===== config.mk =====
export PLATFORM = sky130hd
export DESIGN_NAME = alu_result_accum
export DESIGN_NICKNAME = d
export VERILOG_FILES = /design/src/rtl/alu_accum_pkg.sv /design/src/rtl/sat_add_s.sv /design/src/rtl/alu_result_accum.sv
export SDC_FILE = /design/constraint.sdc
export NUM_CORES = 1
export LEC_CHECK = 0
export ABC_CLOCK_PERIOD_IN_PS = 5000
export CAP_MARGIN = 20
export CORE_ASPECT_RATIO = 1.75
export CORE_MARGIN = 5
export CORE_UTILIZATION = 60
export DETAILED_ROUTE_END_ITERATION = 8
export PLACE_DENSITY = 0.86
export SLEW_MARGIN = 0
export SYNTH_ARGS = -nofsm -noshare
export SYNTH_HDL_FRONTEND = slang
export SYNTH_SLANG_ARGS = --single-unit

===== constraint.sdc =====
create_clock -name clock -period 5 [get_ports clock]
set_input_delay 1 -clock clock [delete_from_list [all_inputs] [get_ports clock]]
set_output_delay 1 -clock clock [all_outputs]
set_load 0.005 [all_outputs]

===== src/rtl/alu_accum_pkg.sv =====
// Shared FSM encoding and saturation limits for the ALU result accumulator.
package alu_accum_pkg;
  typedef enum logic [1:0] {IDLE = 2'd0, ACCUM = 2'd1, DUMP = 2'd2} state_t;

  function automatic longint acc_max(input int nb);
    return (longint'(1) <<< (nb - 1)) - longint'(1);
  endfunction

  function automatic longint acc_min(input int nb);
    return -(longint'(1) <<< (nb - 1));
  endfunction
endpackage


===== src/rtl/sat_add_s.sv =====
// Signed NB+NB adder that clamps to the representable range and flags overflow.
module sat_add_s
  import alu_accum_pkg::*;
#(
  parameter int NB = 18
) (
  input  logic signed [NB-1:0] a,
  input  logic signed [NB-1:0] b,
  output logic signed [NB-1:0] sum,
  output logic                 ovf
);
  localparam logic signed [NB-1:0] MAXV = NB'(acc_max(NB));
  localparam logic signed [NB-1:0] MINV = NB'(acc_min(NB));

  logic [NB:0] full;

  always_comb begin
    full = {a[NB-1], a} + {b[NB-1], b};
    // Differing top two bits of the widened sum means the true result left the NB-bit range.
    ovf  = full[NB] ^ full[NB-1];
    if (!ovf)          sum = full[NB-1:0];
    else if (full[NB]) sum = MINV;
    else               sum = MAXV;
  end
endmodule


===== src/rtl/alu_result_accum.sv =====
// Windowed sum/mean/min/max/saturation accumulator for the ALU result stream.
module alu_result_accum
  import alu_accum_pkg::*;
#(
  parameter int NB_DATA  = 16,
  parameter int LOG2_WIN = 3,
  parameter int NB_ACC   = 18
) (
  input  logic                      clock,
  input  logic                      i_rst_n,
  input  logic signed [NB_DATA-1:0] i_data,
  input  logic                      i_valid,
  input  logic                      i_clear,
  output logic signed [NB_ACC-1:0]  o_sum,
  output logic signed [NB_ACC-1:0]  o_mean,
  output logic signed [NB_DATA-1:0] o_min,
  output logic signed [NB_DATA-1:0] o_max,
  output logic                      o_sat,
  output logic                      o_valid
);
  localparam int              CNT_W = LOG2_WIN + 1;
  localparam logic [CNT_W-1:0] WIN  = CNT_W'(1 << LOG2_WIN);

  state_t                    state, state_nxt;
  logic [CNT_W-1:0]          cnt, cnt_nxt;
  logic signed [NB_ACC-1:0]  acc, acc_nxt, add_sum, sample;
  logic signed [NB_DATA-1:0] mn, mx, mn_nxt, mx_nxt;
  logic                      sat, sat_nxt, add_ovf, start, done;

  assign sample = NB_ACC'(i_data);

  sat_add_s #(.NB(NB_ACC)) u_add (
    .a  (acc),
    .b  (sample),
    .sum(add_sum),
    .ovf(add_ovf)
  );

  // Any sample outside ACCUM opens a new window, including one arriving during DUMP.
  always_comb begin
    start   = (state != ACCUM);
    acc_nxt = start ? sample : add_sum;
    mn_nxt  = (start || i_data < mn) ? i_data : mn;
    mx_nxt  = (start || i_data > mx) ? i_data : mx;
    sat_nxt = start ? 1'b0 : (sat | add_ovf);
    cnt_nxt = start ? CNT_W'(1) : cnt + 1'b1;
    done    = i_valid && !i_clear && (cnt_nxt == WIN);
  end

  always_comb begin
    state_nxt = state;
    o_valid   = (state == DUMP);
    if (i_clear)             state_nxt = IDLE;
    else if (i_valid)        state_nxt = (cnt_nxt == WIN) ? DUMP : ACCUM;
    else if (state == DUMP)  state_nxt = IDLE;
  end

  always_ff @(posedge clock or negedge i_rst_n) begin
    if (!i_rst_n) begin
      state  <= IDLE;
      cnt    <= '0;
      acc    <= '0;
      mn     <= '0;
      mx     <= '0;
      sat    <= 1'b0;
      o_sum  <= '0;
      o_mean <= '0;
      o_min  <= '0;
      o_max  <= '0;
      o_sat  <= 1'b0;
    end else begin
      state <= state_nxt;
      if (i_clear) begin
        cnt <= '0;
        acc <= '0;
        sat <= 1'b0;
      end else if (i_valid) begin
        cnt <= cnt_nxt;
        acc <= acc_nxt;
        mn  <= mn_nxt;
        mx  <= mx_nxt;
        sat <= sat_nxt;
      end
      if (done) begin
        o_sum  <= acc_nxt;
        o_mean <= acc_nxt >>> LOG2_WIN;
        o_min  <= mn_nxt;
        o_max  <= mx_nxt;
        o_sat  <= sat_nxt;
      end
    end
  end
endmodule


**Word level (Yosys, flattened, before mapping)**

Index checks and enable logic that the tools add are counted.

- Magnitude comparators: 2
- Bitwise operators: 3
- Shifts and indexed selects: 0
- Add/sub/neg operators: 2
- Div/mod/pow operators: 0
- Equality and inequality tests: 3
- Multiply operators: 0
- Muxes and demuxes: 17
- Reduce and logical (&&, ||, !) cells: 8

Operators by type and width:

| kind | count |
|---|---|
| $mux W18 | 5 |
| $mux W16 | 2 |
| $add A18 B16 Y19 | 1 |
| $gt A16 B16 Y1 | 1 |
| $lt A16 B16 Y1 | 1 |
| $mux W4 | 3 |
| $mux W2 | 4 |
| $add A4 B1 Y4 const B | 1 |
| $eq A4 B4 Y1 const B | 1 |
| $mux W1 | 3 |
| $reduce_bool A3 Y1 | 1 |
| $eq A2 B2 Y1 const B | 1 |
| $logic_and A1 B1 Y1 | 2 |
| $logic_or A1 B1 Y1 | 2 |
| $ne A2 B1 Y1 const B | 1 |
| $reduce_and A2 Y1 | 1 |
| $reduce_bool A2 Y1 | 1 |
| $logic_not A1 Y1 | 1 |
| $not A1 Y1 | 1 |
| $or A1 B1 Y1 | 1 |
| $xor A1 B1 Y1 | 1 |

- Latch bits: 0
- Bits of input ports: 20
- Bits in writable memories: 0
- Bits in registers: 123
- Word-level logic and storage cells: 46
- Output and inout port bits: 70
- ROM bits: 0
- Memories: 0

**Longest topological paths before layout**

Gate-level depths: netlist (run 1).

- Depth after elaboration: 6
- Depth in mapped cells: 12

**Hierarchy**

A second synthesis (run 1) with hierarchy kept.

- Cell total of the unflattened synthesis: 722
- Area total of the unflattened synthesis: 6,720.2 um^2

By module, submodules not included:

| module | area an instance (um^2) | instances | cells an instance | seq. area each (um^2) |
|---|---|---|---|---|
| alu_result_accum | 5,670.4 | 1 | 572 | 2,702.6 |
| sat_add_s | 1,049.8 | 1 | 150 | 0.0 |

**Worst setup path before layout (run 1)**

Ideal clock, no wire load.

- Path type: input to register
- Start: input i_data[13]
- End: register mx[10]
- Stages: 9
- Arrival time: 3.348 ns
- Setup slack: 1.527 ns
- Library setup time: 0.125 ns
- Data required time: 4.875 ns
- Buffers on the path: 2
- Path through: ha_1 -> a2111oi_0 -> a21oi_1 -> o31a_1 -> a311oi_2 -> nand2b_1 -> buf_2 -> buf_4 -> mux2_2

- Word-level cells in the longest chain between the ends: 3

Ends and longest elaborated chain:

| item | RTL line | text |
|---|---|---|
| start: declaration | alu_result_accum.sv:11 | `input logic signed [NB_DATA-1:0] i_data,` |
| $gt A16 B16 Y1 | alu_result_accum.sv:44 | `mx_nxt = (start \|\| i_data > mx) ? i_data : mx;` |
| $logic_or A1 B1 Y1 | alu_result_accum.sv:44 |  |
| $mux W16 | alu_result_accum.sv:44 |  |
| end signal: assignment | alu_result_accum.sv:81 | `mx <= mx_nxt;` |
| end: declaration | alu_result_accum.sv:27 | `logic signed [NB_DATA-1:0] mn, mx, mn_nxt, mx_nxt;` |

Every way passes these cells.
A chain may end at the register's enable or synchronous reset.

**Final worst setup path (run 1)**

- Start: input i_data[0]
- End: register acc[16]

- Word-level cells in the longest chain between the ends: 6
- Elaborated cells on any way between the ends: 7

Ends and longest elaborated chain:

| item | RTL line | text |
|---|---|---|
| $add A18 B16 Y19 (*) | sat_add_s.sv:18 | `full = {a[NB-1], a} + {b[NB-1], b};` |
| $mux W18 or $xor A1 B1 Y1 (tied branches) | sat_add_s.sv:22, sat_add_s.sv:20 |  |
| $mux W18 (*) | sat_add_s.sv:21 | `if (!ovf) sum = full[NB-1:0];` |
| $mux W18 (*) | alu_result_accum.sv:42 | `acc_nxt = start ? sample : add_sum;` |
| $mux W18 (*) | alu_result_accum.sv:77 | `end else if (i_valid) begin` |
| $mux W18 (*) | alu_result_accum.sv:73 | `if (i_clear) begin` |
| end signal: assignment | alu_result_accum.sv:79 | `acc <= acc_nxt;` |
| end: declaration | alu_result_accum.sv:26 | `logic signed [NB_ACC-1:0] acc, acc_nxt, add_sum, sample;` |

Mark *: on every way between the ends. The rest lies on a longest branch, timed or not. The select of a mux whose other input is x is not followed.

==> results of run 1 <==
## metal layers
| layer | wire, um | share of wire [%] |
|---|---|---|
| met2 | 9790 | 55 |
| met4 | 596 | 3.3 |
| met5 | 0 | 0 |
| met1 | 6610 | 37 |
| met3 | 969 | 5.4 |
## tightest hold or removal path, stage by stage (launching register included)
cell and delay (ns):
dfrtp_1 0.36, nand2_1 0.05, nand2_1 0.05
## power breakdown
group,internal (uW),total [uW],switching (uW)
logic,328,764,435
registers,963,1030,69.9
clock network,360,697,337
## final timing paths
| kind | slack, ns | endpoint | startpoint |
|---|---|---|---|
| setup / recovery | 0.80 | acc[16] | i_data[0] |
| hold / removal | 0.48 | o_sat | o_sat |
| setup reg to reg | 1.69 | acc[16] | acc[10] |
| hold reg to reg | 0.48 | o_sat | o_sat |
| max in group asynchronous | 3.22 | o_sum[7] | i_rst_n |
| min in group asynchronous | 0.78 | o_min[12] | i_rst_n |
## state kept, by name, summed over array words and instances, names as in the netlist
signal	flops
o_sat	1
mx	16
o_max	16
state	2
o_sum	18
o_min	16
cnt	4
sat	1
mn	16
acc	18
## through the flow
| step | cells | area (sq um) | util, % |
|---|---|---|---|
| after floorplan | 705 | 6550 | - |
| after detailed placement | 893 | 7500 | 70.1 |
| final | 910 | 7800 | 72.9 |
| after CTS | 909 | 7780 | 72.7 |
| after global routing | 910 | 7800 | 72.9 |
| after global placement | 893 | 7500 | 70.1 |
## cell type report
type	instances	area (sq um)
multi-input combinational	506	3430
fill	753	2900
sequential	108	2700
timing repair buffer	113	1080
clock buffer	11	243
tap	130	163
inverter	37	139
clock inverter	5	42.5
## cells in the mapped netlist (2+ instances only)
master / number
a211oi_1: 6
a21o_1: 16
a21oi_1: 56
a311oi_1: 3
a31oi_1: 17
and3_1: 3
and4_1: 2
buf_2: 6
buf_4: 19
clkbuf_1: 27
dfrtp_1: 108
ha_1: 50
inv_1: 37
mux2_2: 22
mux2_4: 10
mux2i_1: 9
nand2_1: 73
nand2b_1: 8
nand3_1: 15
nand3b_1: 2
nand4_1: 9
nor2_1: 44
nor2b_1: 5
nor3_1: 4
nor4_1: 2
o211ai_1: 14
o21a_1: 3
o21ai_0: 88
or2_2: 2
or3_1: 4
xnor2_1: 8
xor2_1: 7
## cell families after synthesis
group	synth area share, %
muxes	7.45
buffers and inverters	6.53
xor gates and xnor gates	2.01
DFF	41.3
AOI/OAI and AO/OA	20.7
adders and majority gates	10.0
and+or+nand+nor	12.1
==> key figures, run 1 <==
Outcome
  • Status: completed

Synthesis
  • Mapped Area: 6550 sq um
  • Post-synth ARST share: 100%
  • Post-synth top area cell: dfrtp_1
  • Synth cell types: 58
  • Syn_nets: 776
  • Primary FF master, synth: dfrtp_1
  • Seq/Total Area, Yosys: 41.3%
  • Top cells by area, synth: dfrtp_1 41%, ha_1 9.6%, o21ai_0 6.7%
  • Synthesis Warnings: 0
  • #FFs+latches synth: 108
  • Top cell type's share of synthesized area: 41.3%
  • Mapped Cells: 705
  • Post-synth EDFFs: 0
  • Synthesized area per cell: 9.29 sq um

Clock tree
  • Hold buffers post-CTS: 0
  • Post-CTS Resized: 0
  • # clock sinks: 108
  • Clk buf depth: 2
  • Post-CTS Setup Repair Bufs: 0
  • H-tree depth: 3
  • Clock insertion delay at the later pin of the skew report: 0.35 ns
  • CTS Buf Count: 9
  • CTS tree: built
  • Clock-pin slew on the worst setup and hold paths: 0.07 ns
  • Clock root buffer: clkbuf_16

Cells and area
  • Final nets: 846
  • Layout area overhead: 19.1%
  • Commonest non-fill, non-tap cells in the layout: 108 x dfrtp_1, 88 x o21ai_0, 88 x clkdlybuf4s50_1
  • Antenna diode count: 0
  • Layout cell share with drive strength beyond 1: 10.5%
  • Commonest non-fill, non-tap cell in the layout: dfrtp_1

Critical path
  • Crit path kind: input pin to register
  • CP required: 5.23 ns
  • Crit path max-delay cell type: clkdlybuf4s50_1
  • Levels on crit path: 11
  • CP cell instances: clkdlybuf4s50_1 -> ha_1 -> fa_1 -> a211oi_1 -> o21ai_0 -> a221o_1 -> a21oi_1 -> or2_2 -> nor2_1 -> o211ai_1 -> a311oi_1
  • Worst EP arrival: 4.44 ns
  • Worst-path fanout max: 8
  • Reg2Reg Depth: 9
  • Top delay family on crit path: compound AO/OA/AOI/OAI gates
  • Worst Setup End Kind: register
  • Buf/Inv on CP: 1
  • Largest stage delay on the critical path: 0.65 ns
  • Startpoint types: input pin

Pwr
  • Leakage power: 0.00358 uW
  • Total power: 2490 uW
  • Worst vdd ir: 0.323 mV
  • P per Cell Area: 320 nW/um^2

Global route
  • Antenna violations before repair: 0
  • Global-route wire length before repair: 29.7 mm
  • Global routing usage on met1: 33.5%
  • Pin count of the biggest net entering global routing: 79
  • Vias in the first global route: 5955
  • Busiest grt layer: met2
  • GRT overflow: 0
  • GR Util met2: 52.7%
  • All-Layer GR Usage: 29.1%
  • GRT met3 Usage: 3.66%

Min path
  • Worst hold stages: 2
  • Path category of the worst min-delay check: register to register

Route
  • Wire per inst: 19.7 um
  • Drt total wl: 18.0 mm
  • Post-DRT Antenna Nets: 0
  • Vias/cell: 6.18
  • Via Count: 5624
  • Iter 0 DRT Violations: 358
  • DRT Pass-1 Iters: 6
  • # DRC: 0

Placed design
  • Gpl congestion: 0.918
  • Pre-CTS setup slack: 0.505 ns
  • Hpwl dp: 13.4 mm
  • Port Buf Inserts: 89

Timing
  • Worst Tran Pin Value: 1.02 ns
  • Slack of the critical path: 0.797 ns
  • Min Tclk post-route: 4.20 ns
  • Setup violators final: 0
  • Final cycle utilization of the critical path: 84.1%
  • Final hold slack: 0.484 ns
  • Final Hold Fails: 0
  • Worst Skew: 0.00811 ns
  • RSZ-0062 raised after global routing: false
  • Setup TNS: 0 ns
  • Slew HR: 32.1%
  • Final slew viol count: 0
  • Fmax: 238 MHz

Floorplanning
  • Core box area: 10700 sq um
  • Starting Density: 61.2%
  • Std-Cell Rows: 50
  • DIE HEIGHT: 148 um
  • I/O Pins: 90
  • Die area: 13200 sq um
  • Die X: 89.0 um

Flow run
  • Maxcap violations: 0
Note: power is estimated with default switching activity, not from simulation.
==> run 2: changes to the inputs <==
--- a/config.mk
+++ b/config.mk
@@ -5,13 +5,13 @@
 export SDC_FILE = /design/constraint.sdc
 export NUM_CORES = 1
 export LEC_CHECK = 0
-export ABC_CLOCK_PERIOD_IN_PS = 5000
+export ABC_CLOCK_PERIOD_IN_PS = 3860
 export CAP_MARGIN = 20
 export CORE_ASPECT_RATIO = 1.75
 export CORE_MARGIN = 5
-export CORE_UTILIZATION = 60
+export CORE_UTILIZATION = 50
 export DETAILED_ROUTE_END_ITERATION = 8
-export PLACE_DENSITY = 0.86
+export PLACE_DENSITY = 0.77
 export SLEW_MARGIN = 0
 export SYNTH_ARGS = -nofsm -noshare
 export SYNTH_HDL_FRONTEND = slang
==> constraint.sdc (replaced) <==
create_clock -name clock -period 3.86 [get_ports clock]
set_input_delay 0.772 -clock clock [delete_from_list [all_inputs] [get_ports clock]]
set_output_delay 0.772 -clock clock [all_outputs]
set_load 0.005 [all_outputs]
==> key figures, run 2 (synthesized netlist as in run 1, its figures left out) <==
Outcome
  • Status: completed

Clock tree
  • Clk buf depth: 2
  • Clock insertion delay at the later pin of the skew report: 0.36 ns
  • Clock root buffer: clkbuf_16
  • Post-CTS Resized: 0
  • Hold buffers post-CTS: 0
  • Post-CTS Setup Repair Bufs: 0
  • # clock sinks: 108
  • CTS tree: built
  • Clock-pin slew on the worst setup and hold paths: 0.07 ns
  • H-tree depth: 3
  • CTS Buf Count: 9

Timing
  • Final Hold Fails: 0
  • Fmax: 278 MHz
  • RSZ-0062 raised after global routing: false
  • Slack of the critical path: 0.258 ns
  • Final slew viol count: 0
  • Min Tclk post-route: 3.60 ns
  • Final cycle utilization of the critical path: 93.3%
  • Worst Skew: 0.0102 ns
  • Slew HR: 39.3%
  • Setup violators final: 0
  • Worst Tran Pin Value: 0.911 ns

Pwr
  • Worst vdd ir: 0.265 mV
  • Leakage power: 0.00372 uW
  • P per Cell Area: 405 nW/um^2
  • Total power: 3270 uW

Route
  • Post-DRT Antenna Nets: 0
  • DRT Pass-1 Iters: 5
  • Wire per inst: 18.4 um
  • # DRC: 0
  • Vias/cell: 5.74
  • Drt total wl: 18.1 mm
  • Via Count: 5640
  • Iter 0 DRT Violations: 269

Cells and area
  • Final nets: 877
  • Commonest non-fill, non-tap cells in the layout: 108 x dfrtp_1, 88 x o21ai_0, 88 x clkdlybuf4s50_1
  • Layout area overhead: 23.5%
  • Biggest regs: acc x18, o_sum x18
  • Layout cell share with drive strength beyond 1: 13.9%
  • Antenna diode count: 0
  • Non-Filler Instances: 982
  • Commonest non-fill, non-tap cell in the layout: dfrtp_1

Critical path
  • Worst-path fanout max: 10
  • Crit path max-delay cell type: clkdlybuf4s50_1
  • Worst EP arrival: 3.88 ns
  • Worst Setup End Kind: register
  • Largest stage delay on the critical path: 0.46 ns
  • CP cell instances: clkdlybuf4s50_1 -> ha_1 -> a21o_1 -> a21oi_1 -> a21oi_1 -> o21a_1 -> or3_1 -> buf_4 -> o21ai_2 -> o21ai_0 -> o21ai_0
  • Reg2Reg Launch Point: acc[0]
  • Slack of the worst reg-to-reg path: 0.77 ns
  • Reg2Reg Depth: 11
  • Crit path kind: input pin to register
  • Startpoint types: input pin
  • Setup crit start: i_data[3]
  • R2r endpoint: sat
  • CP required: 4.14 ns

Global route
  • Vias in the first global route: 5860
  • All-Layer GR Usage: 24.4%
  • Global-route wire length before repair: 29.6 mm
  • GRT overflow: 0
  • Antenna violations before repair: 0
  • Pin count of the biggest net entering global routing: 70

Floorplanning
  • Core box area: 12900 sq um
  • Std-Cell Rows: 55
  • Starting Density: 50.9%
  • I/O Pins: 90
  • DIE HEIGHT: 161 um
  • Die area: 15600 sq um
  • Die X: 96.5 um

Min path
  • Worst hold stages: 2
  • Hold Crit Start: o_sat
  • Min-Delay Endpoint: o_sat
  • Path category of the worst min-delay check: register to register

Placed design
  • Placed Cells incl. Taps: 966
  • Hpwl dp: 14.1 mm
  • Pre-CTS setup slack: -0.0927 ns
  • Port Buf Inserts: 89
  • Gpl congestion: 0.995

Flow run
  • Maxcap violations: 0
==> run 2: area by class of cell <==
| class | instances | area [sq um] |
|---|---|---|
| timing repair buffer | 144 | 1310 |
| multi-input combinational | 506 | 3430 |
| clock buffer | 11 | 243 |
| inverter | 37 | 139 |
| fill | 1095 | 4780 |
| tap | 171 | 214 |
| sequential | 108 | 2700 |
| clock inverter | 5 | 42.5 |
==> run 2: worst max-delay path, delay by kind of cell <==
kind / cells / cell delay (ns)
AOI/OAI and AO/OA: 7 / 1.73
adders and majority gates: 1 / 0.39
buffers and inverters: 2 / 0.63
and+or+nand+nor: 1 / 0.36
==> run 2: where the power goes <==
group          switching (uW)  total (uW)  internal (uW)
Clock                     435         900            465
Combinational             565        1040            471
Sequential               88.4        1340           1250
==> run 2: how the worst max path moves through the flow <==
stage	end	slack (ns)	cells past startpoint
after detailed placement	acc[15]	-0.09	11
after floorplan	mx[10]	0.62	9
after CTS	sat	0.26	12
final	acc[15]	0.26	11
after global placement	acc[9]	-0.02	12
after global routing	acc[15]	0.05	11
==> run 2: metal layers <==
layer,vias up,track usage [%],share of wire (%)
li1,2702,-,-
met1,2756,29.0,39
met2,147,43.0,54
met3,35,3.45,3.9
met4,0,10.4,3.0
met5,-,0,0
==> run 2: metrics by stage <==
| step | area, sq um | TNS [ns] | utilization [%] | hold WS, ns |
|---|---|---|---|---|
| 6_report | 8090 | 0 | 62.8 | 0.474 |
| 2_1_floorplan | 6550 | 0 | - | 0.454 |
| 4_1_cts | 8090 | 0 | 62.8 | 0.480 |
| 5_1_grt | 8090 | 0 | 62.8 | 0.507 |
| 3_3_place_gp | 7800 | -0.0349 | 60.6 | 0.456 |
| 3_5_place_dp | 7800 | -0.717 | 60.6 | 0.465 |
==> run 3: changes to the inputs <==
--- a/config.mk
+++ b/config.mk
@@ -5,13 +5,12 @@
 export SDC_FILE = /design/constraint.sdc
 export NUM_CORES = 1
 export LEC_CHECK = 0
-export ABC_CLOCK_PERIOD_IN_PS = 3860
 export CAP_MARGIN = 20
 export CORE_ASPECT_RATIO = 1.75
 export CORE_MARGIN = 5
-export CORE_UTILIZATION = 50
+export CORE_UTILIZATION = 60
 export DETAILED_ROUTE_END_ITERATION = 8
-export PLACE_DENSITY = 0.77
+export PLACE_DENSITY = 0.9
 export SLEW_MARGIN = 0
 export SYNTH_ARGS = -nofsm -noshare
 export SYNTH_HDL_FRONTEND = slang
==> constraint.sdc (replaced) <==
create_clock -name clock -period 4.46 [get_ports clock]
set_input_delay 0.892 -clock clock [delete_from_list [all_inputs] [get_ports clock]]
set_output_delay 0.892 -clock clock [all_outputs]
set_load 0.005 [all_outputs]
==> key figures, run 3 (synthesized netlist as in run 1, its figures left out) <==
Outcome
  • Status: completed

Cells and area
  • Biggest regs: acc x18, o_sum x18
  • Layout area overhead: 20.0%
  • Sequential cell area: 2700 sq um
  • Commonest non-fill, non-tap cell in the layout: dfrtp_1
  • Fin area: 7860 sq um
  • Final nets: 854
  • Antenna diode count: 0
  • Commonest non-fill, non-tap cells in the layout: 108 x dfrtp_1, 88 x o21ai_0, 88 x clkdlybuf4s50_1
  • Multi-input combinational cell area: 3430 sq um
  • Fin util: 73.5%
  • Fill cells: 763
  • Layout cell share with drive strength beyond 1: 11.3%

Critical path
  • Crit path kind: input pin to register
  • Setup crit start: i_data[11]
  • Reg2Reg Launch Point: acc[10]
  • Worst-path fanout max: 7
  • Worst EP arrival: 4.26 ns
  • Startpoint types: input pin
  • CP required: 4.70 ns
  • Worst Setup End Kind: register
  • Slack of the worst reg-to-reg path: 1.14 ns

Clock tree
  • Clock root buffer: clkbuf_16
  • Hold buffers post-CTS: 0
  • Clock insertion delay at the later pin of the skew report: 0.35 ns
  • Clock-pin slew on the worst setup and hold paths: 0.07 ns
  • H-tree depth: 3
  • CTS tree: built
  • Post-CTS Setup Repair Bufs: 0
  • # clock sinks: 108
  • Post-CTS Resized: 0
  • CTS Buf Count: 9
  • Clk buf depth: 2

Global route
  • Antenna violations before repair: 0
  • Pin count of the biggest net entering global routing: 87
  • Vias in the first global route: 5914
  • All-Layer GR Usage: 29.7%
  • GRT overflow: 0
  • Global-route wire length before repair: 30.3 mm

Timing
  • Setup violators final: 0
  • Fmax: 249 MHz
  • Slew HR: 36.8%
  • Worst Skew: 0.0104 ns
  • Final slew viol count: 0
  • Final Hold Fails: 0
  • Min Tclk post-route: 4.02 ns
  • RSZ-0062 raised after global routing: false
  • Setup TNS: 0 ns
  • Worst Tran Pin Value: 0.947 ns
  • Final cycle utilization of the critical path: 90.2%

Placed design
  • Gpl congestion: 0.931
  • Hpwl dp: 13.9 mm
  • Port Buf Inserts: 89
  • Post-placement cell area: 7560 sq um

Route
  • Iter 0 DRT Violations: 480
  • Drt total wl: 18.4 mm
  • Wire per inst: 20.0 um
  • Via Count: 5747
  • Vias/cell: 6.26
  • DRT Pass-1 Iters: 5
  • Post-DRT Antenna Nets: 0
  • # DRC: 0

Floorplanning
  • Die area: 13200 sq um
  • Die X: 89.0 um
  • I/O Pins: 90
  • DIE HEIGHT: 148 um
  • Core box area: 10700 sq um
  • Starting Density: 61.2%
  • Std-Cell Rows: 50

Flow run
  • Maxcap violations: 0

Pwr
  • Leakage power: 0.00361 uW
  • Worst vdd ir: 0.253 mV
  • P per Cell Area: 356 nW/um^2

Min path
  • Path category of the worst min-delay check: input pin to asynchronous set/reset pin
## run 3: changes by cell type in the layout (fill, tap and decap cells not counted)
cell,before,now
clkbuf_8,1,0
buf_16,0,1
buf_12,1,0
buf_4,55,32
clkbuf_1,1,2
## run 3: through the flow
stage                     total power (uW)  std cells  setup WS (ns)  hold WS (ns)
final                                 2800        918          0.438         0.437
after global routing                  2950        918          0.240         0.458
after CTS                             2790        917          0.462         0.472
after detailed placement              2020        901         0.0964         0.456
after global placement                1980        901          0.227         0.451
after floorplan                       1730        705           1.10         0.454
## run 3: final cells by class
cell class | count | share of cell area (%)
Sequential cell | 108 | 34.4
Clock buffer | 11 | 2.96
Clock inverter | 5 | 0.541
Timing Repair Buffer | 121 | 14.6
Multi-Input combinational cell | 506 | 43.7
Tap cell | 130 | 2.07
Inverter | 37 | 1.77
## run 3: power by group
group / switching [uW] / internal [uW]
logic: 495 / 378
clock network: 376 / 388
registers: 81.5 / 1080
## run 3: critical path, cell delays in order
cell	delay, ns
clkdlybuf4s50_1	0.52
ha_1	0.50
and4_1	0.34
nand4_1	0.13
a21oi_1	0.33
nor4_1	0.10
or3_1	0.45
nor2_1	0.50
o211ai_1	0.20
a311oi_1	0.30
## run 3: layer usage
metal	GRT usage, %	share of wire (%)	vias up	routed length [um]
li1	-	-	2647	-
met1	35.1	38	2815	6910
met2	51.4	53	223	9740
met3	4.38	4.9	62	907
met4	14.5	4.4	0	804
met5	0	0	-	0
## run 3: final timing paths
path                             endpoint  cells after the start
worst max register to register    acc[16]                      9
max in group asynchronous       o_sum[12]                      3
min in group clock                  o_sat                      2
worst min register to register      o_sat                      2
worst max-delay path              acc[16]                     10
worst min-delay path            o_min[14]                      1
